### config.mk
export PLATFORM = sky130hd
export DESIGN_NAME = seg7_scan_display
export DESIGN_NICKNAME = d
export VERILOG_FILES = /design/src/rtl/seg7_pkg.sv /design/src/rtl/seg7_scan_display_clk_div_gen.sv /design/src/rtl/seg7_scan_display.sv
export SDC_FILE = /design/constraint.sdc
export NUM_CORES = 1
export LEC_CHECK = 0
export ABC_CLOCK_PERIOD_IN_PS = 4200
export CAP_MARGIN = 20
export CORE_MARGIN = 5
export CORE_UTILIZATION = 28
export DETAILED_ROUTE_END_ITERATION = 10
export GPL_TIMING_DRIVEN = 0
export SETUP_SLACK_MARGIN = 0.4
export SLEW_MARGIN = 30
export SYNTH_ARGS = -nofsm -noshare
export SYNTH_HDL_FRONTEND = slang
export SYNTH_SLANG_ARGS = --single-unit
### constraint.sdc
create_clock -name Clk -period 4.2 [get_ports Clk]
set_input_delay 0.63 -clock Clk [delete_from_list [all_inputs] [get_ports Clk]]
set_output_delay 0.63 -clock Clk [all_outputs]
set_load 0.01 [all_outputs]
### src/rtl/seg7_pkg.sv
// Shared constants and helpers for the seven-segment scan driver.
// Segment codes are active-low {g,f,e,d,c,b,a}.
package seg7_pkg;

  localparam logic [6:0] SEG_OFF = 7'h7F;

  // Entry 15 first so SEG_LUT[n] gives the code for hex digit n.
  localparam logic [15:0][6:0] SEG_LUT = {
    7'h0E, 7'h06, 7'h21, 7'h46, 7'h03, 7'h08, 7'h10, 7'h00,
    7'h78, 7'h02, 7'h12, 7'h19, 7'h30, 7'h24, 7'h79, 7'h40
  };

  // Bit i set when nibble i and every nibble above it are zero.
  // Bit 0 is never set so an all-zero value still shows one "0".
  function automatic logic [15:0] lzb_mask(input logic [63:0] snap);
    logic [15:0] m;
    logic        all_zero;
    m        = '0;
    all_zero = 1'b1;
    for (int i = 15; i >= 1; i--) begin
      all_zero = all_zero && (snap[4*i +: 4] == 4'h0);
      m[i]     = all_zero;
    end
    return m;
  endfunction

endpackage

### src/rtl/seg7_scan_display_clk_div_gen.sv
// Free-running divider: one-cycle terminal-count tick every DIV clocks
// plus a square wave that toggles on each tick.
module clk_div_gen #(
  parameter int DIV = 2
) (
  input  logic clk_i,
  input  logic rst_i,
  output logic tick_o,
  output logic sq_o
);

  localparam int CW = (DIV > 1) ? $clog2(DIV) : 1;

  logic [CW-1:0] cnt_q, cnt_d;
  logic          sq_q, sq_d;

  assign tick_o = (cnt_q == CW'(DIV - 1));
  assign sq_o   = sq_q;

  always_comb begin
    cnt_d = tick_o ? '0 : cnt_q + 1'b1;
    sq_d  = sq_q ^ tick_o;
  end

  always_ff @(posedge clk_i) begin
    if (rst_i) begin
      cnt_q <= '0;
      sq_q  <= 1'b0;
    end else begin
      cnt_q <= cnt_d;
      sq_q  <= sq_d;
    end
  end

endmodule

### src/rtl/seg7_scan_display.sv
// Time-multiplexed common-anode seven-segment driver with per-frame snapshot,
// leading-zero blanking, blank mask, and a divided slow clock output.
module seg7_scan_display
  import seg7_pkg::*;
#(
  parameter int NUM_DIGITS = 8,
  parameter int SCAN_DIV   = 100000,
  parameter int CLK_DIV    = 50000000
) (
  input  logic                    Clk,
  input  logic                    Rst,
  input  logic [4*NUM_DIGITS-1:0] Value,
  input  logic                    Freeze,
  input  logic                    LzbEn,
  input  logic [NUM_DIGITS-1:0]   BlankMask,
  output logic [6:0]              out7,
  output logic [NUM_DIGITS-1:0]   en_out,
  output logic                    ClkOut
);

  localparam int IW = (NUM_DIGITS > 1) ? $clog2(NUM_DIGITS) : 1;

  logic scan_tick, unused_scan_sq, unused_clk_tick;

  clk_div_gen #(.DIV(SCAN_DIV)) u_scan_div (
    .clk_i  (Clk),
    .rst_i  (Rst),
    .tick_o (scan_tick),
    .sq_o   (unused_scan_sq)
  );

  clk_div_gen #(.DIV(CLK_DIV)) u_core_div (
    .clk_i  (Clk),
    .rst_i  (Rst),
    .tick_o (unused_clk_tick),
    .sq_o   (ClkOut)
  );

  logic [IW-1:0]           idx_q, idx_d;
  logic [4*NUM_DIGITS-1:0] snap_q, snap_d;
  logic                    first_q;
  logic [6:0]              out7_q, out7_d;
  logic [NUM_DIGITS-1:0]   en_q, en_d;

  logic        frame_wrap;
  logic [3:0]  cur_nib;
  logic        cur_mask;
  logic [15:0] lzb_all;
  logic        dark;

  assign frame_wrap = scan_tick && (idx_q == IW'(NUM_DIGITS - 1));

  // Snapshot only at frame boundaries (or the first cycle out of reset)
  // so a digit never mixes nibbles from two different source values.
  always_comb begin
    idx_d  = idx_q;
    snap_d = snap_q;
    if (scan_tick) idx_d = frame_wrap ? '0 : idx_q + 1'b1;
    if ((first_q || frame_wrap) && !Freeze) snap_d = Value;
  end

  always_comb begin
    cur_nib  = 4'h0;
    cur_mask = 1'b0;
    en_d     = '1;
    for (int i = 0; i < NUM_DIGITS; i++) begin
      if (idx_q == IW'(i)) begin
        cur_nib  = snap_q[4*i +: 4];
        cur_mask = BlankMask[i];
        en_d[i]  = 1'b0;
      end
    end
    lzb_all = lzb_mask(64'(snap_q));
    dark    = cur_mask || (LzbEn && lzb_all[4'(idx_q)]);
    out7_d  = dark ? SEG_OFF : SEG_LUT[cur_nib];
    // Outputs stay dark while the first snapshot is being captured.
    if (first_q) begin
      en_d   = '1;
      out7_d = SEG_OFF;
    end
  end

  always_ff @(posedge Clk) begin
    if (Rst) begin
      idx_q   <= '0;
      snap_q  <= '0;
      first_q <= 1'b1;
      out7_q  <= SEG_OFF;
      en_q    <= '1;
    end else begin
      idx_q   <= idx_d;
      snap_q  <= snap_d;
      first_q <= 1'b0;
      out7_q  <= out7_d;
      en_q    <= en_d;
    end
  end

  assign out7   = out7_q;
  assign en_out = en_q;

endmodule

== Yosys cells after proc, flatten, opt, wreduce, memory -nomap -nowiden ==
Memory sizes are Yosys's and may differ from the RTL's. A register that Yosys moved wholly into a read port is not among the register bits.
Cells that the tools add are included.

* Div/mod/pow operators: 0
* Equal/unequal tests: 9
* $mul: 0
* Bitwise operators: 1
* Reduce and logical (&&, ||, !) cells: 24
* Add/subtract/negate cells: 3
* Shifts and indexed selects: 0
* Mux-type cells: 28
* Order comparisons: 1

{| class="wikitable"
|+ Operators by type and width
! cell !! number
|-
| $mux 4 || 8
|-
| $logic_not 4->1 || 7
|-
| $add 26x1->26 const B || 1
|-
| $eq 26x26->1 const B || 1
|-
| $mux 1 || 18
|-
| $add 17x1->17 const B || 1
|-
| $eq 17x17->1 const B || 1
|-
| $eq 3x3->1 const B || 4
|-
| $logic_and 1x1->1 || 9
|-
| $eq 3x2->1 const B || 2
|-
| $reduce_or 2->1 || 3
|-
| $lt 3x5->1 const B || 1
|-
| $add 3x1->3 const B || 1
|-
| $bmux 1 s3 || 1
|-
| $eq 3x1->1 const B || 1
|-
| $logic_not 3->1 || 1
|-
| $mux 3 || 1
|-
| $reduce_or 3->1 || 1
|-
| $logic_or 1x1->1 || 2
|-
| $logic_not 1->1 || 1
|-
| $xor 1x1->1 || 1
|}

* Input bits: 44
* Register bits after elaboration: 88
* Memory bits (read-only): 112
* Bits in latches: 0
* Bits in writable memories: 0
* Output and inout bits: 16
* Memories kept: 1
* Word-level logic and storage cells: 74

{| class="wikitable"
|+ Memory list
! name !! depth !! bits a word !! rd ports !! clocked after Yosys merged registers in !! wr ports !! RTL line !! text
|-
| (no name shown) || 16 || 7 || 1 || 1 || 0 || seg7_scan_display.sv:75 || <nowiki>out7_d = dark ? SEG_OFF : SEG_LUT[cur_nib];</nowiki>
|}

== Logic depth before layout (Yosys ltp) ==
* Word-level depth: 12
* Mapped depth: 13

== Cells and area by module ==
From an unflattened synthesis, not the netlist that was laid out.

* Cell total of the unflattened synthesis: 572
* Area, all modules: 4601.9 um2

{| class="wikitable"
|+ By module, submodules not included
! module !! seq. area each (um2) !! cells an instance !! instances !! area an instance (um2)
|-
| seg7_scan_display || 1021.0 || 331 || 1 || 2529.9
|-
| clk_div_gen at u_core_div || 540.5 || 148 || 1 || 1266.2
|-
| clk_div_gen at u_scan_div || 360.3 || 93 || 1 || 805.8
|}

== Worst setup path before layout ==
No wires, ideal clock.

* Path type: register to register
* Start: register idx_q[2]
* End: register out7_q[0] (netlist: out7[0])
* Buffers on the path: 2
* Setup time: 0.114 ns
* Data arrival time: 2.641 ns
* Cell stages (with the launch flop): 13
* Required time: 4.086 ns
* Slack: 1.445 ns
* Cells stage by stage: dfxtp_1 buf_2 inv_2 ha_1 buf_2 or2_1 a221oi_1 o22ai_1 a21oi_1 inv_1 ha_1 or3_1 a21o_1

* Longest elaborated chain between the ends: 11
* Elaborated cells between the ends (all ways): 29

{| class="wikitable"
|+ Ends and longest elaborated chain
! element !! RTL line !! text
|-
| start, declared || seg7_scan_display.sv:39 || <nowiki>logic [IW-1:0] idx_q, idx_d;</nowiki>
|-
| start signal, assigned || seg7_scan_display.sv:91 || <nowiki>idx_q <= idx_d;</nowiki>
|-
| $logic_not 3->1 || seg7_scan_display.sv:67 || <nowiki>if (idx_q == IW'(i)) begin</nowiki>
|-
| $mux 1 (8 in a row) || seg7_scan_display.sv:67 ||
|-
| $logic_or 1x1->1 || seg7_scan_display.sv:74 || <nowiki>dark = cur_mask || (LzbEn && lzb_all[4'(idx_q)]);</nowiki>
|-
| $reduce_or 3->1 (no line) || n/a ||
|-
| end, declared || seg7_scan_display.sv:42 || <nowiki>logic [6:0] out7_q, out7_d;</nowiki>
|}

Parallel ways exist; a longest one is shown, timed or not. The select of a mux whose other input is x is not followed.
A chain may end at the register's enable or synchronous reset.

== Worst setup path in the final report ==
Same ends and word-level chain as after synthesis.

==> impl_metrics.toml <==
[floorplanning]
ios = 60
rows = 46
die_area_sq_mm = 0.0187
fp.dieW_um = 137
core_area_sq_mm = 0.0158
start_util_pct = 28.4
die_height_um = 137

[worst_setup_path]
cp_max_fo = 10
path_cells = "buf_2 > inv_2 > ha_1 > buf_2 > or2_1 > a221oi_1 > o22ai_1 > a21oi_1 > inv_1 > ha_1 > or3_1 > a21o_1"
crit_required_ns = 4.43
critPathMaxStageDelay_ns = 0.38
reg2regPathDepth = 12
r2r_end = "out7[0]"
crit_slowest_cell = "a221oi_1"
startpoint_type = "flop"
r2r-start = "idx_q[2]"
cp-startpoint = "idx_q[2]"
crit_path_end_kind = "flop"
ff2ff_setup_slack_ns = 0.88
critPathKind = "reg -> reg"
critPathArrivalTime_ns = 3.55

[sta]
slew_violations = 0
hold_viol = 0
finalCritPeriodShare_pct = 79.1
period_needed_ns = 3.32
clock.fmax_mhz = 301
worst-slew-pin-transition_ns = 0.563
finalSetupViolCount = 0
slew_headroom_pct = 62.4
skew_ns = 0.00675
final.setup.tns_ns = 0
hold_slack_ns = 0.442
rsz0062_at_grt = "no"

[placement]
place.port_buffers = 59
dp_hpwl_mm = 8.47
place_congestion = 0.896

[synthesis]
synth_cells = 500
synth_edf_count = 0
syn_area_sq_mm = 0.00449
synthMuxAreaShare_pct = 8.13
synth_fa_ha_area_share_pct = 3.34
ys_types = 55
synth_top_family_by_area = "simple AND/OR/NAND/NOR gates"
ys_ff_latch = 95
async_flop_share_pct = 0
synth_area_per_cell_sq_um = 8.99
ys.flop_type = "dfxtp_1"
synth-simple-area-share_pct = 23.0
synth_compound_area_share_pct = 10.4
syn_nets = 556
synth-xor-area-share_pct = 7.80
synth_seq_area_share_pct = 42.3
ys_warn_count = 0

[finish]
multi_input_area_sq_mm = 0.00237
n_antenna_cell = 0
layout-drive-gt1-share_pct = 9.04
nets = 626
ff_latch_area_sq_mm = 0.00190
final.fill_count = 1600
syn_to_final_growth_pct = 26.0

[routing]
routedWlPerCell_um = 13.8
vias_per_cell = 4.59
drtIter0Drc = 262
wl_mm = 10.9
drc = 0
antenna_left = 0
first_pass_iters = 4
vias = 3630

[grt]
grt_pass1_wl_mm = 18.2
grt_max_degree = 16
antenna_found_initial = 0
grt_pass1_vias = 3665
track_usage_pct = 12.3
grt-ovfl-total = 0

[outcome]
status = "finished, final reports clean"

[cts]
clk_latency_ns = 0.34
cts_buffer_depth = 2
cts_root_buffer = "clkbuf_16"
cts_made_buffers = 9
htreeDepth = 3
postCtsSetupBuffers = 0
clk_pin_slew_worst_paths_ns = 0.06
post_cts_resized = 0
cts_sinks = 95
cts_tree = "done"
ctsHoldBuffers = 0

[job]
cap_violations = 0

[min_path]
min-delay-start = "u_scan_div.cnt_q[0]"
whs_endpoint = "u_scan_div.cnt_q[0]"
min_path_type = "reg -> reg"
min_path_cells = 1

[power_and_ir_drop]
p_per_area_mw_per_mm2 = 342
vdd_drop_max_uv = 174
cellLeakagePower_uw = 0.00207
-- placed cells by master (no fill, tap or decap), types with 6 or more instances in the layout --
cell | synthesis | final
a21oi_1 | 13 | 13
a221o_1 | 6 | 6
and4_1 | 8 | 8
buf_2 | 8 | 8
buf_4 | 6 | 6
clkbuf_1 | 8 | 8
clkbuf_16 | 0 | 9
clkdlybuf4s50_1 | 0 | 59
dfxtp_1 | 95 | 95
ha_1 | 12 | 12
inv_1 | 18 | 18
mux2i_1 | 35 | 35
nand2_1 | 35 | 35
nand3_1 | 12 | 12
nand3b_1 | 8 | 8
nand4_1 | 10 | 10
nor2_1 | 102 | 102
nor3_1 | 8 | 8
nor4_1 | 8 | 8
o21ai_0 | 7 | 7
xnor2_1 | 18 | 18
xor2_1 | 22 | 22
-- routing by layer --
layer  track usage (%)  vias up  wire (um)
met5                 0        -          0
met4              3.19        0         76
met3              3.68        8        548
met2              20.8       77       5250
met1              15.3     1696       5020
li1                  -     1849          -
-- where the power goes --
| part | total (uW) | internal [uW] | leakage [uW] | switching [uW] |
|---|---|---|---|---|
| Clock | 830 | 493 | 0.000152 | 337 |
| Combinational | 163 | 90.2 | 0.00115 | 72.5 |
| Sequential | 944 | 925 | 0.000773 | 19.1 |
-- sequential cells by signal (all words and copies together), names as in the netlist --
| register | cells |
|---|---|
| snap_q | 32 |
| out7 | 7 |
| en_out | 8 |
| u_core_div.cnt_q | 26 |
| u_core_div.sq_o | 1 |
| u_scan_div.cnt_q | 17 |
| first_q | 1 |
| idx_q | 3 |
-- synth_stat cells, types with 2 or more instances --
library cell | number | area (sq um)
xnor2_1 | 18 | 158
and2_1 | 5 | 31.3
a2111oi_2 | 2 | 30.0
and4_1 | 8 | 70.1
a211oi_1 | 3 | 22.5
buf_2 | 8 | 40.0
a221o_1 | 6 | 60.1
or3_1 | 2 | 12.5
nand3b_1 | 8 | 60.1
a22o_1 | 2 | 17.5
o21ai_0 | 7 | 35.0
nand3_1 | 12 | 60.1
nand4_1 | 10 | 62.6
nor2b_1 | 3 | 18.8
a221oi_2 | 3 | 45.0
or2_2 | 4 | 25.0
buf_6 | 3 | 33.8
ha_1 | 12 | 150
clkbuf_1 | 8 | 30.0
inv_1 | 18 | 67.6
xor2_1 | 22 | 193
buf_4 | 6 | 45.0
a21oi_1 | 13 | 65.1
nand2_1 | 35 | 131
o22ai_1 | 4 | 25.0
nor2_1 | 102 | 383
and3_1 | 3 | 18.8
nor4_1 | 8 | 50.1
a21o_1 | 3 | 22.5
o31ai_4 | 2 | 42.5
nor3_1 | 8 | 40.0
dfxtp_1 | 95 | 1900
mux2i_1 | 35 | 350
-- stage by stage --
| stage | util [%] | instances | setup WS, ns | instance area [sq um] | total power [uW] |
|---|---|---|---|---|---|
| floorplan | - | 500 | 1.44 | 4490 | 1050 |
| global placement | 33.8 | 775 | 0.983 | 5360 | 1130 |
| detailed placement | 33.8 | 775 | 0.947 | 5360 | 1130 |
| CTS | 35.8 | 791 | 0.914 | 5660 | 1960 |
| global route | 35.8 | 791 | 0.725 | 5660 | 2030 |
| finish | 35.8 | 791 | 0.879 | 5660 | 1940 |
-- how the worst max path moves through the flow --
stage               cells after the start      end
global route                           12  out7[0]
finish                                 12  out7[0]
global placement                       12  out7[0]
CTS                                    12  out7[0]
floorplan                              12  out7[0]
detailed placement                     12  out7[0]
-- area by class of cell --
cell class              instances  area share, %
flip-flops and latches         95           33.6
well taps                     216           4.77
inverters                      19           1.26
multi-input cells             360           41.8
clock buffers                  11           4.46
repair buffers                 59           10.4
plain buffers                  26           2.69
clock inverters                 5          0.994
-- worst max-delay path: cells and delay by family, from the launching register on --
kind            cells  cell delay [ns]
flops               1             0.33
fa+ha+maj           2             0.51
compound gates      4             1.09
buf+inv             4             0.63
simple gates        2             0.66
-- logic make-up after synthesis --
logic type,Yosys count
AO/OA/AOI/OAI,56
XOR/XNOR,40
adder cells (fa/ha/maj),12
buffers and inverters,45
flip-flops,95
multiplexers,36
AND/OR/NAND/NOR,216
(Power assumes the default switching activity.)
